--- src/rtl/kernel_convolve.sv ---
// Sequential Gaussian-filter MAC: latches a kernel and a pixel window on start,
// accumulates one tap per cycle over a k x k region, then rounds and saturates to 8 bits.
module kernel_convolve #(
  parameter int MAX_KERNEL = 7
) (
  input  logic                                         clk,
  input  logic                                         n_rst,
  input  logic                                         start,
  input  logic [$clog2(MAX_KERNEL)-1:0]                kernel_size,
  input  logic [MAX_KERNEL-1:0][MAX_KERNEL-1:0][7:0]   kernel,
  input  logic [MAX_KERNEL-1:0][MAX_KERNEL-1:0][7:0]   window,
  output logic                                         busy,
  output logic                                         done,
  output logic                                         err,
  output logic [7:0]                                   pixel_out
);

  localparam int KW    = $clog2(MAX_KERNEL);
  localparam int ACC_W = 16 + $clog2(MAX_KERNEL * MAX_KERNEL);
  localparam logic [KW-1:0] CTR = KW'((MAX_KERNEL - 1) / 2);

  typedef enum logic [1:0] {IDLE, MAC, ROUND, DONE} state_t;
  typedef logic [MAX_KERNEL-1:0][MAX_KERNEL-1:0][7:0] mat_t;

  state_t           state;
  logic [KW-1:0]    k_q, ti, tj;
  mat_t             ker_q, win_q;
  logic [ACC_W-1:0] acc;
  logic [7:0]       res;
  logic             bad_q;

  logic [KW-1:0]    kr, row, col;
  logic [15:0]      prod;
  logic             bad_k;
  logic [ACC_W:0]   rnd;
  logic [7:0]       sat;

  always_comb begin
    kr    = (k_q - KW'(1)) >> 1;
    row   = CTR - kr + ti;
    col   = CTR - kr + tj;
    prod  = ker_q[ti][tj] * win_q[row][col];
    bad_k = (kernel_size == '0) || !kernel_size[0] || (32'(kernel_size) > MAX_KERNEL);
    rnd   = {1'b0, acc} + (ACC_W + 1)'(128);
    // Anything at or above bit 16 after rounding means the shifted result exceeds 255.
    sat   = (|rnd[ACC_W:16]) ? 8'hFF : rnd[15:8];
  end

  always_ff @(posedge clk) begin
    if (!n_rst) begin
      state     <= IDLE;
      k_q       <= '0;
      ti        <= '0;
      tj        <= '0;
      ker_q     <= '0;
      win_q     <= '0;
      acc       <= '0;
      res       <= '0;
      bad_q     <= 1'b0;
      busy      <= 1'b0;
      done      <= 1'b0;
      err       <= 1'b0;
      pixel_out <= '0;
    end else begin
      done <= 1'b0;
      case (state)
        IDLE: begin
          busy <= start;
          if (start) begin
            k_q   <= kernel_size;
            ker_q <= kernel;
            win_q <= window;
            acc   <= '0;
            ti    <= '0;
            tj    <= '0;
            bad_q <= bad_k;
            state <= bad_k ? DONE : MAC;
          end
        end
        MAC: begin
          acc <= acc + ACC_W'(prod);
          if (tj == k_q - KW'(1)) begin
            tj <= '0;
            if (ti == k_q - KW'(1)) state <= ROUND;
            else                    ti    <= ti + KW'(1);
          end else begin
            tj <= tj + KW'(1);
          end
        end
        ROUND: begin
          res   <= sat;
          state <= DONE;
        end
        DONE: begin
          done      <= 1'b1;
          err       <= bad_q;
          pixel_out <= bad_q ? 8'd0 : res;
          state     <= IDLE;
        end
        default: state <= IDLE;
      endcase
    end
  end

endmodule

--- config.mk ---
export PLATFORM = sky130hd
export DESIGN_NAME = kernel_convolve
export DESIGN_NICKNAME = d
export VERILOG_FILES = /design/src/rtl/kernel_convolve.sv
export SDC_FILE = /design/constraint.sdc
export NUM_CORES = 2
export LEC_CHECK = 0
export ABC_AREA = 1
export CORE_AREA = 2 2 313 315
export DETAILED_ROUTE_END_ITERATION = 8
export DIE_AREA = 0 0 315 317
export GPL_TIMING_DRIVEN = 0
export PLACE_DENSITY = 0.65
export SYNTH_ARGS = -nofsm -noshare
export SYNTH_HDL_FRONTEND = slang
export SYNTH_SLANG_ARGS = --single-unit
--- constraint.sdc ---
create_clock -name clk -period 8.6 [get_ports clk]
set_input_delay 0.86 -clock clk [delete_from_list [all_inputs] [get_ports clk]]
set_output_delay 0.86 -clock clk [all_outputs]
set_load 0.05 [all_outputs]
Word level (Yosys, flattened, before mapping)
Index checks and enable logic that the tools add are counted.

Word-level logic and storage cells: 165. Input port bits: 790. Bits in registers: 837.

Magnitude comparators: 4. Eq/ne operators: 9. Multiplexer cells: 24. Add/subtract/negate cells: 8. Reduce and logical (&&, ||, !) cells: 10. Multipliers: 1.

Operators by type and width (number): 56-bit binary-select mux with 3-bit select (2); 56-bit 2-to-1 mux (2); 8-bit binary-select mux with 3-bit select (2); 22-bit case mux with 2 select lines (1); 8-bit 2-to-1 mux (4); 22-bit by 8-bit adder with 23-bit output, second input constant (1); 22-bit by 16-bit adder with 22-bit output (1); 22-bit 2-to-1 mux (1); 3-bit by 4-bit less-than comparator with 1-bit output, second input constant (4); 8-bit by 8-bit multiplier with 16-bit output (1); 3-bit 2-to-1 mux (4); 3-bit case mux with 2 select lines (2); 2-bit 2-to-1 mux (4); 2-bit != test, second input constant (4); 2-bit case mux with 4 select lines (1); 7-bit OR reduction (1); 3-bit by 1-bit adder with 3-bit output, second input constant (2); 3-bit adder (2); 3-bit equality test (2); 2-bit equality test, second input constant (2); 2-bit AND reduction (2); 4-bit AND reduction (1); 3-bit zero test (1); 3-bit AND reduction (1); other kinds (8) (8).

Logic depth before layout (Yosys ltp)
Depth after elaboration: 10. Mapped depth: 44. Gate-level depth less buffers: 42.

Worst setup path before layout
Ideal clock, no wire load.

Path type: flip-flop to flip-flop. Start: reg tj[1]. End: reg acc[19]. Data required time: 8.485 ns. Clock period less this slack: 5.846 ns. Cell stages (with the launch flop): 34. Arrival: 5.731 ns. Library setup time: 0.115 ns. Path slack: 2.754 ns. Cell sequence: dfxtp_1 > buf_4 > inv_2 > buf_6 > clkbuf_1 > xor2_1 > ha_1 > buf_2 > clkinv_1 > nor2_1 > nand3_1 > nand3_1 > nand2_1 > inv_2 > nand2_1 > fa_1 > inv_1 > fa_1 > inv_1 > fa_1 > fa_1 > inv_1 > ha_1 > inv_1 > o21ai_0 > nand2_1 > nand2_1 > nand2_1 > nand2_1 > nand2_1 > nand2_1 > nand3_1 > nand2_1 > nor2_1.

Longest elaborated chain between the ends: 6. Elaborated cells between the ends (all ways): 8. Those cells by class: add/sub: 2; mul: 1; mux: 5.

RTL lines: from (decl) (RTL line 26) `logic [KW-1:0] k_q, ti, tj;`; from (signal assigned) (RTL line 87) `tj <= tj + KW'(1);`; 3-bit adder (RTL line 41) `col = CTR - kr + tj;`; 8-bit binary-select mux with 3-bit select (RTL line 42) `prod = ker_q[ti][tj] * win_q[row][col];`; 8-bit 2-to-1 mux (implied by the code) (RTL line 42); 8-bit by 8-bit multiplier with 16-bit output * (RTL line 42); 22-bit by 16-bit adder with 22-bit output * (RTL line 81) `acc <= acc + ACC_W'(prod);`; 22-bit case mux with 2 select lines * (RTL line 66) `case (state)`; to (signal assigned) (RTL line 81); to (decl) (RTL line 28) `logic [ACC_W-1:0] acc;`.

Mark *: on every way between the ends. The rest lies on a longest branch, timed or not. The select of a mux whose other input is x is not followed. A chain may end at the register's enable or synchronous reset.

Worst setup path after layout
Start: reg ti[1]. End: reg acc[19].

Longest elaborated chain between the ends: 8. Elaborated cells between the ends (all ways): 12. Those cells by class: add/sub: 2; mul: 1; mux: 9.

RTL lines: from (decl) (RTL line 26); from (signal assigned) (RTL line 85) `else ti <= ti + KW'(1);`; 3-bit adder (RTL line 40) `row = CTR - kr + ti;`; 56-bit binary-select mux with 3-bit select (RTL line 42); 56-bit 2-to-1 mux (implied by the code) (RTL line 42); 8-bit binary-select mux with 3-bit select (RTL line 42); 8-bit 2-to-1 mux (implied by the code) (RTL line 42); 8-bit by 8-bit multiplier with 16-bit output * (RTL line 42); 22-bit by 16-bit adder with 22-bit output * (RTL line 81); 22-bit case mux with 2 select lines * (RTL line 66).

Marks and branches as above.

==> results.json <==
{
  "slew_headroom_pct": -2.08,
  "ys_top_cells_by_count": "nor2_1, nand2_1, o21ai_0",
  "holdWs_ns": 0.455,
  "cts_root_buffer": "clkbuf_16",
  "fmax_mhz": 126,
  "dr_wl_met3_mm": 22.6,
  "nets": 7860,
  "synth-compound-area-share_pct": 13.8,
  "post-route-util_pct": 55.7,
  "vias_per_cell": 5.54,
  "synth-async-reset-ratio_pct": 0,
  "dr.pass1.iters": 8,
  "final.setup.tns_ns": 0,
  "yosysUniqueCellTypes": 47,
  "synth-adder-area-share_pct": 4.10,
  "cellPowerDensity_nw_per_um2": 493,
  "clockBufferDepth": 3,
  "cts_resized": 0,
  "grt_max_degree": 14,
  "synth_top_area_share_pct": 41.3,
  "globalRouteOverflowTotal": 0,
  "num_rows": 114,
  "synth_top_family_by_area": "simple AND/OR/NAND/NOR gates",
  "area_delta_synth_final_pct": 32.1,
  "grt_pass1_wl_mm": 307,
  "cts_sinks": 837,
  "core_area_sq_um": 96300,
  "antenna_found_initial": 20,
  "dieArea_sq_um": 99900,
  "drtAntennaViolNets": 0,
  "period_share_pct": 92.2,
  "synth_top_area_cell": "dfxtp_1",
  "die_h_um": 317,
  "clock_latency_ns": 0.71,
  "io_buffer_count": 800,
  "slowest_stage": "clkbuf_1",
  "synth_top_flop_cell": "dfxtp_1",
  "drt_wl_total_mm": 223,
  "num_vias": 46100,
  "met2_length_mm": 102,
  "io_pins": 801,
  "outcome": "finished, violations left",
  "die_w_um": 315,
  "synth_cells": 6073,
  "placed_cell_area_sq_um": 50200,
  "design_area_sq_um": 53600,
  "setup_violations": 0,
  "synth_nets": 6966,
  "cpPeakStageDelay_ns": 0.63,
  "routedWlPerCell_um": 26.8,
  "cts_tree": "done",
  "max_slew.worst_pin.slew_ns": 1.53,
  "cts_hold_buf": 0,
  "place_congestion": 1.03,
  "synthMuxAreaShare_pct": 0,
  "synth_simple_gate_area_share_pct": 32.4,
  "dpl.hpwl_mm": 179,
  "violations": "max-capacitance violations, max-slew violations",
  "ys_warn_count": 0,
  "cap_violations": 1,
  "top_layer": "met5",
  "critical_path_required_ns": 9.18,
  "syn_area_per_cell_sq_um": 6.68,
  "synth_edf_count": 0,
  "peakVddDrop_mv": 0.775,
  "cts_buffers": 92,
  "drive_gt1_share_pct": 5.05,
  "synth_xor_xnor_area_share_pct": 0.413,
  "initial_core_util_pct": 42.1,
  "grt_pass1_vias": 43800,
  "drc": 0,
  "critical_path.max_fanout": 10,
  "rsz0062_at_grt": "no",
  "fin_skew_ns": 0.0328,
  "synthTopCellsByArea": "dfxtp_1, nor2_1, o21ai_0",
  "arrival_ns": 8.51,
  "critPathLaunchType": "register",
  "min_period_ns": 7.93,
  "critical_path_class": "register to register",
  "cts_max_level": 3,
  "postCtsSetupRepairBufs": 0,
  "ys_seq_area_share_pct": 41.3,
  "drt-met1-wl_mm": 82.0,
  "drv_slew": 11,
  "end_kind": "register",
  "synth_area_sq_um": 40600,
  "hold_violations": 0,
  "power.leakage_nw": 22.3,
  "grt_usage_pct": 43.3,
  "drt_iter0_drc": 5618,
  "ys_ff_latch": 837,
  "crit_top_cell": "nand2_1",
  "worstHoldPathType": "register to register",
  "clkSlewWorstSetupHoldPaths_ns": 0.07,
  "synth_most_common_cell": "nor2_1"
}
==> where the power goes <==
part	total [mW]	leakage, nW	switching, mW	internal, mW
Combinational	16.3	13.7	11.3	4.99
Clock	4.52	1.67	1.79	2.73
Sequential	5.66	6.92	0.671	4.99
Total	26.4	22.3	13.7	12.7
==> final timing paths <==
path	startpoint	endpoint	slack, ns	depth (start not counted)
worst max register to register	ti[1]	acc[19]	0.67	41
worst min register to register	ker_q[175]	ker_q[175]	0.45	2
worst min-delay path	ker_q[175]	ker_q[175]	0.45	2
worst max-delay path	ti[1]	acc[19]	0.67	41
==> metal layers <==
| metal | vias up | global-route usage, % |
|---|---|---|
| met1 | 21500 | 50.6 |
| met5 | - | 0 |
| met3 | 670 | 9.65 |
| li1 | 21300 | - |
| met4 | 14 | 28.1 |
| met2 | 2697 | 71.6 |
==> cell usage in the layout (no fill, tap or decap), types with 53 or more instances in the layout <==
| cell type | instances |
|---|---|
| inv_1 | 308 |
| clkdlybuf4s50_1 | 800 |
| buf_2 | 88 |
| ha_1 | 53 |
| clkbuf_1 | 286 |
| nand2_1 | 1058 |
| nand3_1 | 571 |
| nor2_1 | 1557 |
| o21ai_0 | 853 |
| dfxtp_1 | 837 |
| a21oi_1 | 214 |
| clkbuf_16 | 95 |
==> through the flow <==
stage	worst slack [ns]	power, mW	std cells
global route	0.279	28.3	8325
finish	0.672	26.4	8329
floorplan	2.75	15.7	6073
detailed placement	0.836	21.5	8149
global placement	0.872	21.3	8149
CTS	0.806	26.0	8320
==> logic make-up (layout without fill, tap and decap cells) <==
logic type	after synthesis	after routing
AO/OA/AOI/OAI	1100	1100
XOR/XNOR	17	17
adder cells (fa/ha/maj)	103	103
buffers and inverters	763	1734
flip-flops	837	837
other	0	9
AND/OR/NAND/NOR	3253	3253
==> critical path: cells and delay by family, from the launching register on <==
kind                     cells  cell delay [ns]
adder cells (fa/ha/maj)      7             2.44
AND/OR/NAND/NOR             20             2.20
buffers and inverters       12             2.17
XOR/XNOR                     1             0.18
AO/OA/AOI/OAI                1             0.42
flip-flops                   1             0.34
==> state kept, by name, indices dropped and copies added, names as in the netlist <==
signal and flops:
res 8, acc 22, state 2, ker_q 392, tj 3, win_q 392, err 1, bad_q 1
pixel_out 8, busy 1, ti 3, done 1, k_q 3
==> area by class of cell <==
type	count	area (sq um)
sequential	837	16800
tap	1276	1600
buffer	439	2030
multi-input combinational	4473	20600
antenna	9	22.5
fill	9707	42700
inverter	324	1230
clock buffer	128	2690
clock inverter	43	716
timing repair buffer	800	8010
(Power assumes the default switching activity.)
